File: src/rtl/imem_loader_pkg.sv
`default_nettype none
// ============================================================================
// Module      : imem_loader_pkg
// Description : Shared constants and FSM encoding for the instruction memory
//               loader.
// Revision    : 1.0 - initial release
// ============================================================================
package imem_loader_pkg;

    // Frame start marker
    localparam logic [7:0] SYNC_BYTE = 8'hA5;

    // Loader FSM states
    typedef enum logic [2:0] {
        ST_SYNC   = 3'd0,
        ST_LEN_HI = 3'd1,
        ST_LEN_LO = 3'd2,
        ST_DATA   = 3'd3,
        ST_CHECK  = 3'd4,
        ST_DONE   = 3'd5,
        ST_ERROR  = 3'd6
    } state_t;

endpackage
`default_nettype wire

File: src/rtl/imem_loader_word_assembler.sv
`default_nettype none
// ============================================================================
// Module      : word_assembler
// Description : 8-to-32 big-endian shift register. Emits a one-cycle
//               word_ready pulse the cycle after the fourth byte is shifted in;
//               the word stays stable during that pulse as long as no new byte
//               is shifted.
// Revision    : 1.0 - initial release
// ============================================================================
module word_assembler
    import imem_loader_pkg::*;
(
    input  logic        clock,
    input  logic        reset,
    input  logic        clear,
    input  logic        shift_en,
    input  logic [7:0]  byte_in,
    output logic [31:0] word,
    output logic        word_ready
);

    logic [1:0] count;

    // Shift bytes in MSB first and flag completion of every fourth byte
    always_ff @(posedge clock or posedge reset) begin
        if (reset) begin
            word       <= 32'd0;
            count      <= 2'd0;
            word_ready <= 1'b0;
        end else if (clear) begin
            word       <= 32'd0;
            count      <= 2'd0;
            word_ready <= 1'b0;
        end else if (shift_en) begin
            word       <= {word[23:0], byte_in};
            count      <= count + 2'd1;
            word_ready <= (count == 2'd3);
        end else begin
            word_ready <= 1'b0;
        end
    end

endmodule
`default_nettype wire

File: src/rtl/imem_loader.sv
`default_nettype none
// ============================================================================
// Module      : imem_loader
// Description : Receives a framed program image over a valid/ready byte
//               stream, writes big-endian words into instruction memory,
//               verifies an XOR checksum and holds the CPU in reset until a
//               load completes cleanly.
// Revision    : 1.0 - initial release
// ============================================================================
module imem_loader
    import imem_loader_pkg::*;
#(
    parameter int          MAX_WORDS = 256,
    parameter logic [31:0] LOAD_BASE = 32'd0
) (
    input  logic        clock,
    input  logic        reset,
    input  logic [7:0]  rx_data,
    input  logic        rx_valid,
    output logic        rx_ready,
    output logic        mem_write_enabled,
    output logic [31:0] mem_address,
    output logic [31:0] mem_data,
    output logic        cpu_hold,
    output logic        done,
    output logic        err_checksum,
    output logic        err_length
);

    localparam logic [31:0] MAX_LEN = 32'(MAX_WORDS);

    state_t      state;
    state_t      state_next;
    logic [7:0]  len_hi;
    logic [15:0] len;
    logic [15:0] index;
    logic [7:0]  checksum;
    logic [15:0] len_full;
    logic        accept;
    logic        restart;
    logic        shift_en;
    logic        len_too_big;
    logic [31:0] word;
    logic        word_ready;

    // The write strobe cycle is the only cycle in which bytes are refused,
    // so a strobe and an incoming byte can never collide.
    assign rx_ready          = ~mem_write_enabled;
    assign accept            = rx_valid & rx_ready;
    assign mem_write_enabled = word_ready;
    assign mem_data          = word;
    assign mem_address       = LOAD_BASE + {16'd0, index};
    assign len_full          = {len_hi, rx_data};
    assign len_too_big       = ({16'd0, len_full} > MAX_LEN);
    assign restart           = accept && (rx_data == SYNC_BYTE) &&
                               ((state == ST_SYNC) || (state == ST_DONE) ||
                                (state == ST_ERROR));
    assign shift_en          = accept && (state == ST_DATA);

    word_assembler u_word_assembler (
        .clock      (clock),
        .reset      (reset),
        .clear      (restart),
        .shift_en   (shift_en),
        .byte_in    (rx_data),
        .word       (word),
        .word_ready (word_ready)
    );

    // State register
    always_ff @(posedge clock or posedge reset) begin
        if (reset) begin
            state <= ST_SYNC;
        end else begin
            state <= state_next;
        end
    end

    // Next-state logic plus state-decoded status outputs
    always_comb begin
        state_next = state;
        done       = 1'b0;
        cpu_hold   = 1'b1;
        case (state)
            ST_SYNC: begin
                if (restart) state_next = ST_LEN_HI;
            end
            ST_LEN_HI: begin
                if (accept) state_next = ST_LEN_LO;
            end
            ST_LEN_LO: begin
                if (accept) begin
                    if (len_too_big)            state_next = ST_ERROR;
                    else if (len_full == 16'd0) state_next = ST_CHECK;
                    else                        state_next = ST_DATA;
                end
            end
            ST_DATA: begin
                // Leave once the strobe for the last word has gone out
                if (mem_write_enabled && ((index + 16'd1) == len)) state_next = ST_CHECK;
            end
            ST_CHECK: begin
                if (accept) state_next = (rx_data == checksum) ? ST_DONE : ST_ERROR;
            end
            ST_DONE: begin
                done     = 1'b1;
                cpu_hold = 1'b0;
                if (restart) state_next = ST_LEN_HI;
            end
            ST_ERROR: begin
                if (restart) state_next = ST_LEN_HI;
            end
            default: state_next = ST_SYNC;
        endcase
    end

    // Length capture, checksum accumulation, word index and error flags
    always_ff @(posedge clock or posedge reset) begin
        if (reset) begin
            len_hi       <= 8'd0;
            len          <= 16'd0;
            index        <= 16'd0;
            checksum     <= 8'd0;
            err_checksum <= 1'b0;
            err_length   <= 1'b0;
        end else begin
            if (restart) begin
                checksum     <= 8'd0;
                index        <= 16'd0;
                err_checksum <= 1'b0;
                err_length   <= 1'b0;
            end else if (accept) begin
                case (state)
                    ST_LEN_HI: begin
                        len_hi   <= rx_data;
                        checksum <= checksum ^ rx_data;
                    end
                    ST_LEN_LO: begin
                        len      <= len_full;
                        checksum <= checksum ^ rx_data;
                        if (len_too_big) err_length <= 1'b1;
                    end
                    ST_DATA: begin
                        checksum <= checksum ^ rx_data;
                    end
                    ST_CHECK: begin
                        if (rx_data != checksum) err_checksum <= 1'b1;
                    end
                    default: ;
                endcase
            end
            // A strobe cycle never accepts a byte, so this cannot race restart
            if (mem_write_enabled) index <= index + 16'd1;
        end
    end

endmodule
`default_nettype wire

File: config.mk
export PLATFORM = sky130hd
export DESIGN_NAME = imem_loader
export DESIGN_NICKNAME = d
export VERILOG_FILES = /design/src/rtl/imem_loader_pkg.sv /design/src/rtl/imem_loader_word_assembler.sv /design/src/rtl/imem_loader.sv
export SDC_FILE = /design/constraint.sdc
export NUM_CORES = 1
export LEC_CHECK = 0
export ABC_AREA = 1
export ABC_CLOCK_PERIOD_IN_PS = 3800
export CORE_MARGIN = 5
export CORE_UTILIZATION = 53
export CTS_BUF_LIST = sky130_fd_sc_hd__clkbuf_16
export DETAILED_ROUTE_END_ITERATION = 10
export PLACE_DENSITY = 0.85
export SYNTH_ARGS = -nofsm -noshare
export SYNTH_HDL_FRONTEND = slang
export SYNTH_SLANG_ARGS = --single-unit
export TNS_END_PERCENT = 10
File: constraint.sdc
create_clock -name clock -period 3.8 [get_ports clock]
set_input_delay 0.76 -clock clock [delete_from_list [all_inputs] [get_ports clock]]
set_output_delay 0.76 -clock clock [all_outputs]
set_load 0.02 [all_outputs]
==> impl_metrics.env <==
export IMPL_antennaDiodeCount=0
export IMPL_min_from="len_hi[0]"
export IMPL_post_cts_buffers=0
export IMPL_synth_ff_type="dfrtp_1"
export IMPL_path_buf_inv=1
export IMPL_synthesis_area_um2=4430
export IMPL_stdcell_area_um2=5410
export IMPL_tightest_slew_ns=0.589
export IMPL_status="complete, no violations"
export IMPL_fmax_mhz=347
export IMPL_synth_edff_count=0
export IMPL_multiInputGateArea_um2=1810
export IMPL_layout_nets=629
export IMPL_grt_overflow_total=0
export IMPL_ys_top_cells_by_area="dfrtp_1 50%, nand2_1 11%, nand3_1 7.5%"
export IMPL_drtIter0Drc=270
export IMPL_ctsHoldBuffers=0
export IMPL_avgViaCountPerCell=5.56
export IMPL_drv_slew=0
export IMPL_yosysTopAreaCell="dfrtp_1"
export IMPL_grt_pass1_wl_um=19900
export IMPL_ys_types=31
export IMPL_path_cells="clkdlybuf4s50_1, nor2_1, nand3_1, nor3_2, nand3_1, nand2_1, o22ai_1"
export IMPL_synth_async_reset_ratio_pct=100
export IMPL_route_detailed_wl_per_inst_um=16.2
export IMPL_firstDrtPassIters=5
export IMPL_relSlewSlack_pct=60.6
export IMPL_worstPathMaxFanout=14
export IMPL_cpMostUsedCell="nand3_1"
export IMPL_dieArea_um2=10300
export IMPL_insertion_delay_ns=0.34
export IMPL_finalSetupViolCount=0
export IMPL_dpl_hpwl_um=8340
export IMPL_cp_required_ns=3.99
export IMPL_rrSetupSlack_ns=0.94
export IMPL_p_per_area_nw_per_um2=932
export IMPL_cts_tree="yes"
export IMPL_place_area_um2=5110
export IMPL_syn_inst=553
export IMPL_p_leak_nw=2.65
export IMPL_mostFrequentLayoutCell="nand2_1"
export IMPL_syn_to_final_growth_pct=22.0
export IMPL_drive_above_1_share_pct=5.80
export IMPL_ctsResizeCount=0
export IMPL_initial_utilization_pct=54.2
export IMPL_holdWs_ns=0.490
export IMPL_r2r_start="u_word_assembler.word_ready"
export IMPL_grt_total_usage_pct=24.4
export IMPL_hold_violations=0
export IMPL_htree_levels=3
export IMPL_place_congestion=0.991
export IMPL_whs_path_depth=2
export IMPL_fillers=668
export IMPL_fp_coreArea_um2=8180
export IMPL_critical_path_max_stage_delay_ns=0.64
export IMPL_min_period_ns=2.88
export IMPL_rows=33
export IMPL_critPathLaunchType="input port"
export IMPL_period_share_pct=75.7
export IMPL_vdd_ir_drop_max_mv=0.572
export IMPL_hp_class="reg2reg"
export IMPL_clock_skew_ns=0.00748
export IMPL_synth_area_per_cell_um2=8.01
export IMPL_numCtsBuffers=9
export IMPL_antenna_left=0
export IMPL_rsz0062_at_grt="false"
export IMPL_synth_yosys_warnings=0
export IMPL_top_level_ports=81
export IMPL_critPathTopFamily="simple AND/OR/NAND/NOR gates"
export IMPL_synth_top_area_share_pct=49.7
export IMPL_clock_sinks=88
export IMPL_cp_data_arrival_time_ns=3.07
export IMPL_vias=4033
export IMPL_ctsLongestPathBuffers=2
export IMPL_register_area_um2=2200
export IMPL_reg2regPathDepth=6
export IMPL_cp_end_kind="register"
export IMPL_die_y_um=101
export IMPL_clockRootBuffer="clkbuf_16"
export IMPL_final_cell_mix="125 x nand2_1, 88 x dfrtp_1, 73 x inv_1"
export IMPL_synth_seq_cells=88
export IMPL_setup_tns_ns=0
export IMPL_holdPathEnd="len_hi[0]"
export IMPL_seq_area_frac_synth_pct=49.7
export IMPL_max_cap_violations=0
export IMPL_grt_max_degree=37
export IMPL_drc_errors=0
export IMPL_r2r_end="index[15]"
export IMPL_numPortBuffers=64
export IMPL_slowest_stage="nand2_1"
export IMPL_dieWidth_um=101
export IMPL_crit_type="in2reg"
export IMPL_antenna_found_initial=0
export IMPL_grt_pass1_vias=4193
export IMPL_clkTransAtPathRegs_ns=0.07
export IMPL_route_final_wire_length_um=11700
-- registers in the layout (all words and copies together), names as in the netlist --
name,count
err_checksum,1
u_word_assembler.word,32
state,3
len,16
checksum,8
len_hi,8
u_word_assembler.word_ready,1
u_word_assembler.count,2
err_length,1
index,16
-- per-stage QoR --
| step | std cells | utilization (%) | power, mW | setup WS [ns] |
|---|---|---|---|---|
| floorplan | 568 | - | 3.22 | 0.761 |
| finish | 726 | 66.1 | 5.04 | 0.922 |
| CTS | 726 | 66.1 | 5.03 | 1.03 |
| detailed placement | 710 | 62.5 | 4.10 | 0.671 |
| global placement | 710 | 62.5 | 3.99 | 0.777 |
| global route | 726 | 66.1 | 5.41 | 0.738 |
-- kinds of logic (layout without fill, tap and decap cells) --
group	after synthesis	after routing	share of synthesized area (%)
buffers and inverters	107	160	10.6
AND/OR/NAND/NOR	256	256	26.1
AO/OA/AOI/OAI	89	89	10.9
multiplexers	1	1	0.254
adder cells (fa/ha/maj)	2	2	0.565
other	1	16	0.0846
XOR/XNOR	9	9	1.78
flip-flops	88	88	49.7
-- synth_stat cells (5+ instances only) --
cell type  count
nand2_1      125
dfrtp_1       88
inv_1         73
nand3_1       66
o21ai_0       54
nor2_1        32
o22ai_1       25
buf_4         17
nand4_1       12
clkbuf_1       9
xnor2_1        8
nand3b_1       6
buf_2          5
-- report_power, final --
group / total, mW / switching, mW / leakage, nW / internal (mW)
Clock: 0.892 / 0.382 / 0.135 / 0.510
Sequential: 1.69 / 0.340 / 1.05 / 1.35
Combinational: 2.45 / 1.49 / 1.46 / 0.959
-- cell type report --
type	instances	share of cell area [%]
well taps	105	2.43
multi-input cells	373	33.5
clock buffers	9	4.17
repair buffers	69	12.5
flip-flops and latches	88	40.7
clock inverters	7	1.34
inverters	75	5.23
-- routing by layer --
| metal | vias up | global-route usage [%] | wire length [um] | share of wire (%) |
|---|---|---|---|---|
| met1 | 1918 | 29.6 | 4640 | 40 |
| met3 | 34 | 4.96 | 830 | 7.1 |
| met4 | 0 | 9.71 | 371 | 3.2 |
| li1 | 1900 | - | - | - |
| met5 | - | 0 | 0 | 0 |
| met2 | 181 | 42.5 | 5890 | 50 |
-- worst min-delay path, cell delays in order, from the launching register on --
cell and delay (ns):
dfrtp_1 0.35, nand2_1 0.05, o21ai_0 0.06
-- worst max path at each step --
| stage | startpoint | endpoint | slack [ns] | depth (start not counted) |
|---|---|---|---|---|
| CTS | rx_data[6] | u_word_assembler.word[3] | 1.03 | 7 |
| floorplan | reset | checksum[0] | 0.76 | 1 |
| detailed placement | rx_data[6] | u_word_assembler.word[3] | 0.67 | 7 |
| global placement | rx_data[6] | index[13] | 0.78 | 7 |
| finish | rx_data[6] | index[15] | 0.92 | 7 |
| global route | u_word_assembler.word_ready | index[15] | 0.74 | 6 |
Note: power is estimated with default switching activity, not from simulation.
==> patch: new RTL, same settings <==
Put a register stage on the output `mem_write_enabled`, without a reset. The value now appears one clock later. The other outputs are not delayed to match.
--- a/src/rtl/imem_loader.sv
+++ b/src/rtl/imem_loader.sv
@@ -29,6 +29,8 @@
 
     localparam logic [31:0] MAX_LEN = 32'(MAX_WORDS);
 
+    logic mem_write_enabled_d;
+
     state_t      state;
     state_t      state_next;
     logic [7:0]  len_hi;
@@ -45,9 +47,9 @@
 
     // The write strobe cycle is the only cycle in which bytes are refused,
     // so a strobe and an incoming byte can never collide.
-    assign rx_ready          = ~mem_write_enabled;
+    assign rx_ready          = ~mem_write_enabled_d;
     assign accept            = rx_valid & rx_ready;
-    assign mem_write_enabled = word_ready;
+    assign mem_write_enabled_d = word_ready;
     assign mem_data          = word;
     assign mem_address       = LOAD_BASE + {16'd0, index};
     assign len_full          = {len_hi, rx_data};
@@ -97,7 +99,7 @@
             end
             ST_DATA: begin
                 // Leave once the strobe for the last word has gone out
-                if (mem_write_enabled && ((index + 16'd1) == len)) state_next = ST_CHECK;
+                if (mem_write_enabled_d && ((index + 16'd1) == len)) state_next = ST_CHECK;
             end
             ST_CHECK: begin
                 if (accept) state_next = (rx_data == checksum) ? ST_DONE : ST_ERROR;
@@ -150,8 +152,12 @@
                 endcase
             end
             // A strobe cycle never accepts a byte, so this cannot race restart
-            if (mem_write_enabled) index <= index + 16'd1;
+            if (mem_write_enabled_d) index <= index + 16'd1;
         end
+    end
+
+    always_ff @(posedge clock) begin
+        mem_write_enabled <= mem_write_enabled_d;
     end
 
 endmodule
Check against the original RTL: not equivalent (a bounded check fails within 10 cycles, from zero or initial values and one cycle with reset high).
==> patch against the original RTL <==
- global-route usage down 0.16 points
- synthesized area grew 0.45%
- sequential cell count up 1
- sequential share of layout area is 0.17 points lower
- wire length is 3.1% higher
- non-clock buffer count decreased by 1
- total power is 3.4% higher
- final area increased by 1.3%
- synthesized cell count rose by 0.18%
- worst setup slack better by 0.058 ns
- largest power group unchanged
==> patch: results (changes against the original RTL) <==
* Status: completed
* Gr usage total at 0.242 (-0.00163)
* Total number of vias at 4042 (+0.22%)
* Post-synth cell types at 32 (+3.2%)
* FF-to-FF setup slack at 1.13 ns (+0.19 ns)
* Reg2reg path depth at 6 (unchanged)
* Clock Skew at 0.00839 ns (+0.000910 ns)
* Worst hold endpoint: len[10]
* First-pass GRT wire length at 19800 um (-0.80%)
* Asr flop ratio synth at 0.989 (-0.0112)
* Met3 usage at 0.0709 (+0.0213)
* Grt met1 use at 0.284 (-0.0123)
* Cell leakage power at 2.68 nW (+1.3%)
* Vias in the first global route at 4145 (-1.1%)
* Routability Congestion at 0.979 (-1.3%)
* Hold path startpoint: len[10]
* Worst setup path end: index[14]
* Worst setup margin at 0.980 ns (+0.0576 ns)
* Dpl ws at 0.824 ns (+0.154 ns)
* Iteration-0 DRC Markers at 223 (-17%)
* DP Wirelength at 8250 um (-1.1%)
* Area post-placement at 5130 um^2 (+0.49%)
* Synth area leaders: dfrtp_1 (49%), nand2_1 (11%), nand3_1 (7.4%)
* Largest net degree at the start of global routing at 51 (+38%)
* Seq/Total Area, Yosys at 0.499 (+0.00226)
* Post-CTS setup buffers at 0 (unchanged)
* CP arrival at 3.00 ns (-0.07 ns)
* Met2 Usage GRT at 0.409 (-0.0151)
* Wire per inst at 16.7 um (+3.1%)
* Psw at 0.00224 W (+1.2%)
* Fillers at 665 (-0.45%)
* Relative slew margins at 0.546 (-0.0604)
* Peak supply drop at 0.000664 V (+16%)
## patch: area by class of cell
class	instances	area, um^2	share of cell area
clock buffers	9	225	0.0411
clock inverters	7	119	0.0217
inverters	75	283	0.0516
multi-input cells	373	1810	0.331
flip-flops and latches	89	2220	0.406
well taps	105	131	0.0240
repair buffers	68	683	0.125
## patch: per-stage QoR
| step | cells | hold WS (ns) |
|---|---|---|
| finish | 726 | 0.496 |
| global route | 726 | 0.519 |
| CTS | 726 | 0.498 |
| detailed placement | 710 | 0.483 |
| global placement | 710 | 0.468 |
| floorplan | 569 | 0.342 |
## patch: critical path, stage by stage
cell             delay [ns]
clkdlybuf4s50_1        0.53
nor2_1                 0.19
nand3_1                0.14
nor3_2                 0.27
nand3_1                0.37
nand2_1                0.56
o21ai_0                0.17
## patch: cells by family after synthesis
kind of cell	share of synthesized area
DFF	0.499
adders and majority gates	0.00562
xor gates and xnor gates	0.0177
muxes	0.00253
and+or+nand+nor	0.259
other	0.000843
buffers and inverters	0.106
AOI/OAI and AO/OA	0.109
## patch: per-layer routing
layer,wire length [um],up-vias
met1,4690,1913
met2,6040,187
met3,955,40
li1,-,1902
met4,408,0
met5,0,-
## patch: power by group through the flow
| stage | Clock (W) | Sequential, W | Combinational (W) |
|---|---|---|---|
| finish | 0.00102 | 0.00170 | 0.00248 |
| detailed placement | 0 | 0.00169 | 0.00243 |
| CTS | 0.00103 | 0.00169 | 0.00247 |
| floorplan | 0 | 0.00190 | 0.00133 |
| global route | 0.00107 | 0.00176 | 0.00274 |
| global placement | 0 | 0.00167 | 0.00233 |
